==> config.mk <==
export PLATFORM = sky130hd
export DESIGN_NAME = dm_reader
export DESIGN_NICKNAME = d
export VERILOG_FILES = /design/src/rtl/dm_pkg.sv /design/src/rtl/load_ext.sv /design/src/rtl/dm_reader.sv
export SDC_FILE = /design/constraint.sdc
export NUM_CORES = 1
export LEC_CHECK = 0
export ABC_AREA = 0
export BUFFER_PORTS_ARGS = -buffer_cell sky130_fd_sc_hd__buf_2
export CORE_ASPECT_RATIO = 1.25
export CORE_UTILIZATION = 40
export CTS_CLUSTER_DIAMETER = 60
export CTS_CLUSTER_SIZE = 10
export DETAILED_ROUTE_END_ITERATION = 12
export GPL_TIMING_DRIVEN = 1
export PLACE_DENSITY_LB_ADDON = 0.3
export SLEW_MARGIN = 20
export SYNTH_ARGS = -nofsm -noshare
export SYNTH_HDL_FRONTEND = slang
export SYNTH_SLANG_ARGS = --single-unit
==> constraint.sdc <==
create_clock -name clk -period 4.2 [get_ports clk]
set_clock_uncertainty 0.15 [all_clocks]
set_input_delay 0.42 -clock clk [delete_from_list [all_inputs] [get_ports clk]]
set_output_delay 0.42 -clock clk [all_outputs]
set_load 0.01 [all_outputs]
==> src/rtl/dm_pkg.sv <==
// Shared load-type codes, FSM encoding and RAM latency bounds for dm_reader.
package dm_pkg;

  typedef enum logic [2:0] {
    LD_LW  = 3'b000,
    LD_LH  = 3'b001,
    LD_LHU = 3'b010,
    LD_LB  = 3'b011,
    LD_LBU = 3'b100
  } ld_type_e;

  typedef enum logic [1:0] {
    S_IDLE,
    S_ISSUE,
    S_WAIT,
    S_RESP
  } state_e;

  localparam int MEM_LAT_MIN = 1;
  localparam int MEM_LAT_MAX = 4;
  localparam int CNT_W       = 3;

  // Request fields held from accept until the response is built.
  typedef struct packed {
    logic [31:0] pc;
    logic [2:0]  typ;
    logic [1:0]  lo;
    logic        bad;
  } ld_req_t;

  function automatic logic type_legal(input logic [2:0] t);
    return t <= LD_LBU;
  endfunction

  function automatic logic misaligned(input logic [2:0] t, input logic [1:0] a);
    case (t)
      LD_LW:         return a != 2'b00;
      LD_LH, LD_LHU: return a[0];
      default:       return 1'b0;
    endcase
  endfunction

endpackage

==> src/rtl/load_ext.sv <==
// Lane select and sign/zero extension of a RAM word for one load.
module load_ext
  import dm_pkg::*;
(
  input  logic [31:0] word,
  input  logic [1:0]  addr,
  input  logic [2:0]  typ,
  output logic [31:0] result
);

  logic [7:0]  b;
  logic [15:0] h;

  always_comb begin
    b      = '0;
    h      = '0;
    result = '0;
    case (addr)
      2'b00:   b = word[7:0];
      2'b01:   b = word[15:8];
      2'b10:   b = word[23:16];
      default: b = word[31:24];
    endcase
    h = addr[1] ? word[31:16] : word[15:0];
    case (typ)
      LD_LW:   result = word;
      LD_LH:   result = {{16{h[15]}}, h};
      LD_LHU:  result = {16'h0, h};
      LD_LB:   result = {{24{b[7]}}, b};
      LD_LBU:  result = {24'h0, b};
      default: result = '0;
    endcase
  end

endmodule

==> src/rtl/dm_reader.sv <==
// Single-outstanding data-memory load unit: issue, wait MEM_LAT, extend, respond.
// Define DM_READER_ALIGN_CHECK_EN to reject misaligned lw/lh/lhu without a RAM read.
module dm_reader
  import dm_pkg::*;
#(
  parameter int ADDR_W  = 10,
  parameter int MEM_LAT = 1
) (
  input  logic              clk,
  input  logic              reset,
  input  logic              req_valid,
  output logic              req_ready,
  input  logic [31:0]       req_addr,
  input  logic [2:0]        req_type,
  input  logic [31:0]       req_pc,
  output logic              mem_en,
  output logic [ADDR_W-1:0] mem_addr,
  input  logic [31:0]       mem_rdata,
  output logic              resp_valid,
  input  logic              resp_ready,
  output logic [31:0]       resp_data,
  output logic [31:0]       resp_pc,
  output logic              resp_err
);

  localparam int LAT = (MEM_LAT < MEM_LAT_MIN) ? MEM_LAT_MIN :
                       (MEM_LAT > MEM_LAT_MAX) ? MEM_LAT_MAX : MEM_LAT;
  localparam logic [CNT_W-1:0] LAT_C = CNT_W'(LAT);

  state_e           state;
  ld_req_t          cap;
  logic [CNT_W-1:0] cnt;
  logic [31:0]      ext;
  logic             acc_bad;

  if (ADDR_W < 30) begin : g_hi
    logic unused_hi;
    assign unused_hi = &{1'b0, req_addr[31:ADDR_W+2]};
  end

  always_comb begin
    acc_bad = !type_legal(req_type);
`ifdef DM_READER_ALIGN_CHECK_EN
    acc_bad = acc_bad || misaligned(req_type, req_addr[1:0]);
`endif
  end

  // Gated by reset so the port reads 0 while held and 1 as soon as released.
  assign req_ready = reset && (state == S_IDLE);

  load_ext u_ext (
    .word   (mem_rdata),
    .addr   (cap.lo),
    .typ    (cap.typ),
    .result (ext)
  );

  always_ff @(posedge clk or negedge reset) begin
    if (!reset) begin
      state      <= S_IDLE;
      cap        <= '0;
      cnt        <= '0;
      mem_en     <= 1'b0;
      mem_addr   <= '0;
      resp_valid <= 1'b0;
      resp_err   <= 1'b0;
      resp_data  <= '0;
      resp_pc    <= '0;
    end else begin
      mem_en <= 1'b0;
      case (state)
        S_IDLE: begin
          if (req_valid) begin
            cap      <= '{pc: req_pc, typ: req_type, lo: req_addr[1:0], bad: acc_bad};
            mem_addr <= req_addr[ADDR_W+1:2];
            mem_en   <= !acc_bad;
            state    <= S_ISSUE;
          end
        end
        S_ISSUE: begin
          if (cap.bad) begin
            resp_valid <= 1'b1;
            resp_err   <= 1'b1;
            resp_data  <= '0;
            resp_pc    <= cap.pc;
            state      <= S_RESP;
          end else begin
            cnt   <= CNT_W'(1);
            state <= S_WAIT;
          end
        end
        S_WAIT: begin
          // The ISSUE cycle is count zero; rdata is live on the last WAIT cycle.
          if (cnt == LAT_C) begin
            cnt        <= '0;
            resp_valid <= 1'b1;
            resp_err   <= 1'b0;
            resp_data  <= ext;
            resp_pc    <= cap.pc;
            state      <= S_RESP;
          end else begin
            cnt <= cnt + 1'b1;
          end
        end
        S_RESP: begin
          if (resp_ready) begin
            resp_valid <= 1'b0;
            state      <= S_IDLE;
          end
        end
        default: state <= S_IDLE;
      endcase
    end
  end

endmodule

After elaboration in Yosys (flattened, before gate mapping). Cells that the tools add are included.

Input port bits: 103. Output and inout bits: 78. Word-level logic and storage cells: 66. Bits in registers: 120.

$lt $le $gt $ge: 1. Add/subtract/negate cells: 1. Mux-type cells: 25. Eq/ne operators: 15. Reductions and logical operators: 12.

Operator list (count): 32-bit one-hot mux with 5 select lines (1); 32-bit 2-to-1 mux (4); 32-bit one-hot mux with 2 select lines (2); 8-bit one-hot mux with 3 select lines (1); 16-bit 2-to-1 mux (1); 2-bit != test (second input constant) (5); 2-bit one-hot mux with 4 select lines (1); 1-bit 2-to-1 mux (7); 2-bit equality test (second input constant) (3); 3-bit by 1-bit equality test with 1-bit output (second input constant) (2); 3-bit by 2-bit equality test with 1-bit output (second input constant) (2); 2-bit 2-to-1 mux (3); 3-bit 2-to-1 mux (2); 3-bit one-hot mux with 2 select lines (1); 3-bit AND reduction (2); 2-bit by 1-bit equality test with 1-bit output (second input constant) (2); 2-bit logical NOT (2); 2-bit AND reduction (2); 4-bit AND reduction (1); 3-bit by 1-bit adder with 3-bit output (second input constant) (1); 3-bit equality test (second input constant) (1); 3-bit <= comparator (second input constant) (1); 3-bit logical NOT (1); 1-bit one-hot mux with 3 select lines (1); other kinds (5) (5).

Longest topological paths before layout.
Depth after elaboration: 5. Gate-level depth with buffers: 8. Depth with buffers taken out: 6.

Hierarchy. Synthesis repeated with hierarchy kept, for this count alone.

Cell total of the unflattened synthesis: 489. Area, all modules: 5845.6 µm².

By module, submodules not included: dm_reader (cells an instance 354, area each 4860.9 µm², instances 1, seq. area each 3002.9 µm²); load_ext (cells an instance 135, area each 984.7 µm², instances 1, seq. area each 0.0 µm²).

Worst setup path before layout. OpenSTA, ideal clock, no wires.

Path kind: reg-to-reg. From: register state[0]. To: register resp_pc[10]. Buffers on the path: 1. Stages on the path, launching flop included: 7. Arrival: 1.691 ns. Slack: 2.232 ns. Period minus slack after synthesis: 1.968 ns. Path through: dfrtp_1 -> inv_1 -> ha_1 -> and4bb_1 -> o21ai_4 -> buf_6 -> mux2_1.

Cells in the longest elaborated chain, start to end: 3. Elaborated cells on any way between the ends: 7. Those cells by class: eq/ne (4); mux (1); reduce/logical (2).

Ends and longest elaborated chain: start, declared (RTL line dm_reader.sv:30) `state_e state;`; start signal, assigned (RTL line dm_reader.sv:60) `state <= S_IDLE;`; start signal, assigned (RTL line dm_reader.sv:77) `state <= S_ISSUE;`; start signal, assigned (RTL line dm_reader.sv:86) `state <= S_RESP;`; 2-bit equality test / 2-bit by 1-bit equality test with 1-bit output (equally long branches) (RTL line dm_reader.sv:71) `case (state)`; 2-bit != test (no line) / 2-bit nonzero test (equally long branches); 3-bit AND reduction (no line); end signal, assigned (RTL line dm_reader.sv:85) `resp_pc <= cap.pc;`; end signal, assigned (RTL line dm_reader.sv:99) `resp_pc <= cap.pc;`; end, declared (RTL line dm_reader.sv:22) `output logic [31:0] resp_pc,`.

Parallel ways exist; a longest one is shown, timed or not. A chain may end at the register's enable or synchronous reset.

Worst setup path after layout.
From: register state[0]. To: register resp_data[26].

Cells in the longest elaborated chain, start to end: 3. Elaborated cells on any way between the ends: 7. Those cells by class: eq/ne (4); mux (1); reduce/logical (2).

Ends and longest elaborated chain: 2-bit equality test / 2-bit by 1-bit equality test with 1-bit output (equally long branches) (RTL line dm_reader.sv:71); 2-bit != test (no line) / 2-bit nonzero test (equally long branches); 3-bit AND reduction (no line); end signal, assigned (RTL line dm_reader.sv:98) `resp_data <= ext;`; end, declared (RTL line dm_reader.sv:21) `output logic [31:0] resp_data,`.

Parallel ways exist; a longest one is shown, timed or not.

==> results.ini <==
[status]
status = complete, no violations

[place]
port_buffers = 160
gp_congestion = 0.812
place_ws_ps = 1270
place_inst = 712
post-dp-hpwl_um = 8710
place_area_um2 = 6290

[worst_setup_path]
crit_path_cell_trace = inv_1, ha_1, and4bb_1, nand3_1, o21ai_0
critical_path_class = flip-flop to flip-flop
worst-endpoint-required_ps = 4350
cp-end-kind = flip-flop
cp.arrival_ps = 3040
max_stage_delay_ps = 750
cp_max_fo = 31
critPathSlowestCell = nand3_1
crit_path_start_kind = flip-flop

[layout]
final_area_um2 = 6960
finalNonFillerCells = 746
syn_to_final_growth_pct = 28.8
fin_nets = 669
drive_gt1_share_pct = 46.0
fin_util_pct = 52.6

[global_route]
track_usage_pct = 19.3
grt_max_degree = 77
gr-total-overflow = 0
grt_first_pass_wirelength_um = 21000
antenna_found_initial = 0
grt_pass1_vias = 4114

[cts]
clk_latency_ps = 400
cts.reportedPaths.clkPinSlew_ps = 60
clock_sink_count = 120
clockRootBuffer = clkbuf_16
postCtsHoldBufs = 1
cts_buffers = 17
cts_tree = yes
clockBufferDepth = 2
post_cts_resized = 0
cts_htree_levels = 4
post-cts-setup-buffers = 0

[die]
io_pins = 181
die_w_um = 106
initial_core_util_pct = 40.8
die_height_um = 132
rows = 47
dieArea_um2 = 14000
core_area_um2 = 13200

[route]
vias = 3927
vias_per_cell = 5.26
firstDrtPassIters = 9
ant_nets = 0
wl_per_cell_um = 17.0
wirelength_um = 12700
drt_iter0_drc = 188
post-route-drc-count = 0

[sta]
hold_viol = 0
rsz0062_at_grt = false
tns_ps = 0
min_period_ps = 2890
period_share_pct = 68.9
fin_ws_ps = 1310
slew_headroom_pct = 27.9
fmax_mhz = 346
worstMarginPinSlew_ps = 1080
whs_ps = 96.4
setup_viol = 0
timing.final.max_slew_violations = 0

[synth]
netlist_instances = 406
synth_top_area_share_pct = 55.6
synth_top_cell_by_area = dfrtp_1
synthFlopType = dfrtp_1
synthArstFlopShare_pct = 100
synthMuxAreaShare_pct = 21.4
yosysSeqAreaShare_pct = 55.6
synth_area_leaders = dfrtp_1 56%, mux2_2 11%, mux2_1 5.8%
synth_compound_area_share_pct = 12.4
ys_ff_latch = 120
netlist_area_um2 = 5400
synthAdderAreaFrac_pct = 1.34
synth-simple-area-share_pct = 5.37
synth-xor-area-share_pct = 0.324
synth.net_count = 514
ys.warnings.count = 0
synth-edff-count = 0
avgSynthCellArea_um2 = 13.3
synth_top_family_by_area = multiplexers
synth.distinct_cells = 44

[pwr]
total_power_mw = 5.90
p_leak_nw = 3.25
p_per_area_nw_per_um2 = 848
ir_worst_vdd_mv = 0.456

[hold_path]
min_path_type = primary input to flip-flop

[job]
drv_cap = 0

==> path summary, 6_finish.rpt <==
kind / from / end / slack, ps / cells past startpoint
max in group asynchronous: reset / cap[30] / 2120 / 3
worst min register to register: resp_data[31] / resp_data[31] / 330 / 2
min in group asynchronous: reset / cap[7] / 430 / 2
worst max-delay path: state[0] / resp_data[26] / 1310 / 5
worst max register to register: state[0] / resp_data[26] / 1310 / 5
worst min-delay path: req_pc[9] / cap[15] / 100 / 2
==> synthesized netlist by cell type, types with 7 or more instances <==
library cell and count:
buf_4 7, mux2_1 28, a21oi_1 12, a22oi_1 39, mux4_2 8, dfrtp_1 120, o21ai_0 34, clkbuf_1 10
buf_2 8, mux2_2 52, nand2_1 23, inv_1 7
==> logic make-up (layout without fill, tap and decap cells) <==
group                    count (synthesis)  in the layout
XOR/XNOR                                 2              2
multiplexers                            94             94
other                                    0              1
AND/OR/NAND/NOR                         49             49
AO/OA/AOI/OAI                           99             99
buffers and inverters                   36            204
flip-flops                             120            120
adder cells (fa/ha/maj)                  6              6
==> layout by cell type (no fill, tap or decap), types with 2 or more instances in the layout <==
master,count
ha_1,5
dfrtp_1,120
nor2_1,4
bufinv_16,4
mux2_2,52
mux2_1,28
nand2_1,22
buf_4,5
xnor2_1,2
nand4bb_1,2
nor2b_1,4
a211oi_1,2
nor3b_1,2
o21ai_0,34
a21oi_1,12
inv_1,7
mux4_2,8
buf_2,159
a22oi_1,39
clkinvlp_4,3
nand2b_1,4
clkbuf_16,17
mux2i_1,5
clkbuf_8,5
o21ai_1,4
==> worst max-delay path: cells and delay by family, from the launching register on <==
family | cells | cell delay (ps)
adder cells (fa/ha/maj) | 1 | 510
AO/OA/AOI/OAI | 1 | 440
AND/OR/NAND/NOR | 2 | 1120
buffers and inverters | 1 | 150
flip-flops | 1 | 400
==> power breakdown <==
group          internal, mW  switching (mW)  total [mW]  leakage, nW
sequential             1.71           0.362        2.07         1.49
combinational          1.08            1.16        2.25         1.45
clock                  1.08           0.513        1.59        0.312
==> state kept, by name (all words and copies together) (netlist names) <==
register	count
cap	38
resp_data	32
resp_pc	32
mem_addr	10
cnt	3
state	2
mem_en	1
resp_err	1
resp_valid	1
==> routing by layer <==
| metal | GRT usage (%) | vias up | wire length, µm |
|---|---|---|---|
| li1 | - | 1807 | - |
| met1 | 23.4 | 1925 | 5180 |
| met2 | 31.7 | 167 | 6320 |
| met3 | 5.39 | 28 | 851 |
| met4 | 9.49 | 0 | 359 |
| met5 | 0 | - | 0 |
==> cell type report <==
class	count	area, µm²
sequential	120	3000
timing repair buffer	165	843
antenna	1	2.50
clock inverter	9	160
fill	1163	6270
tap	171	214
multi-input combinational	250	2210
inverter	7	26.3
clock buffer	23	498
No activity file was read; power rests on OpenSTA's default activity.
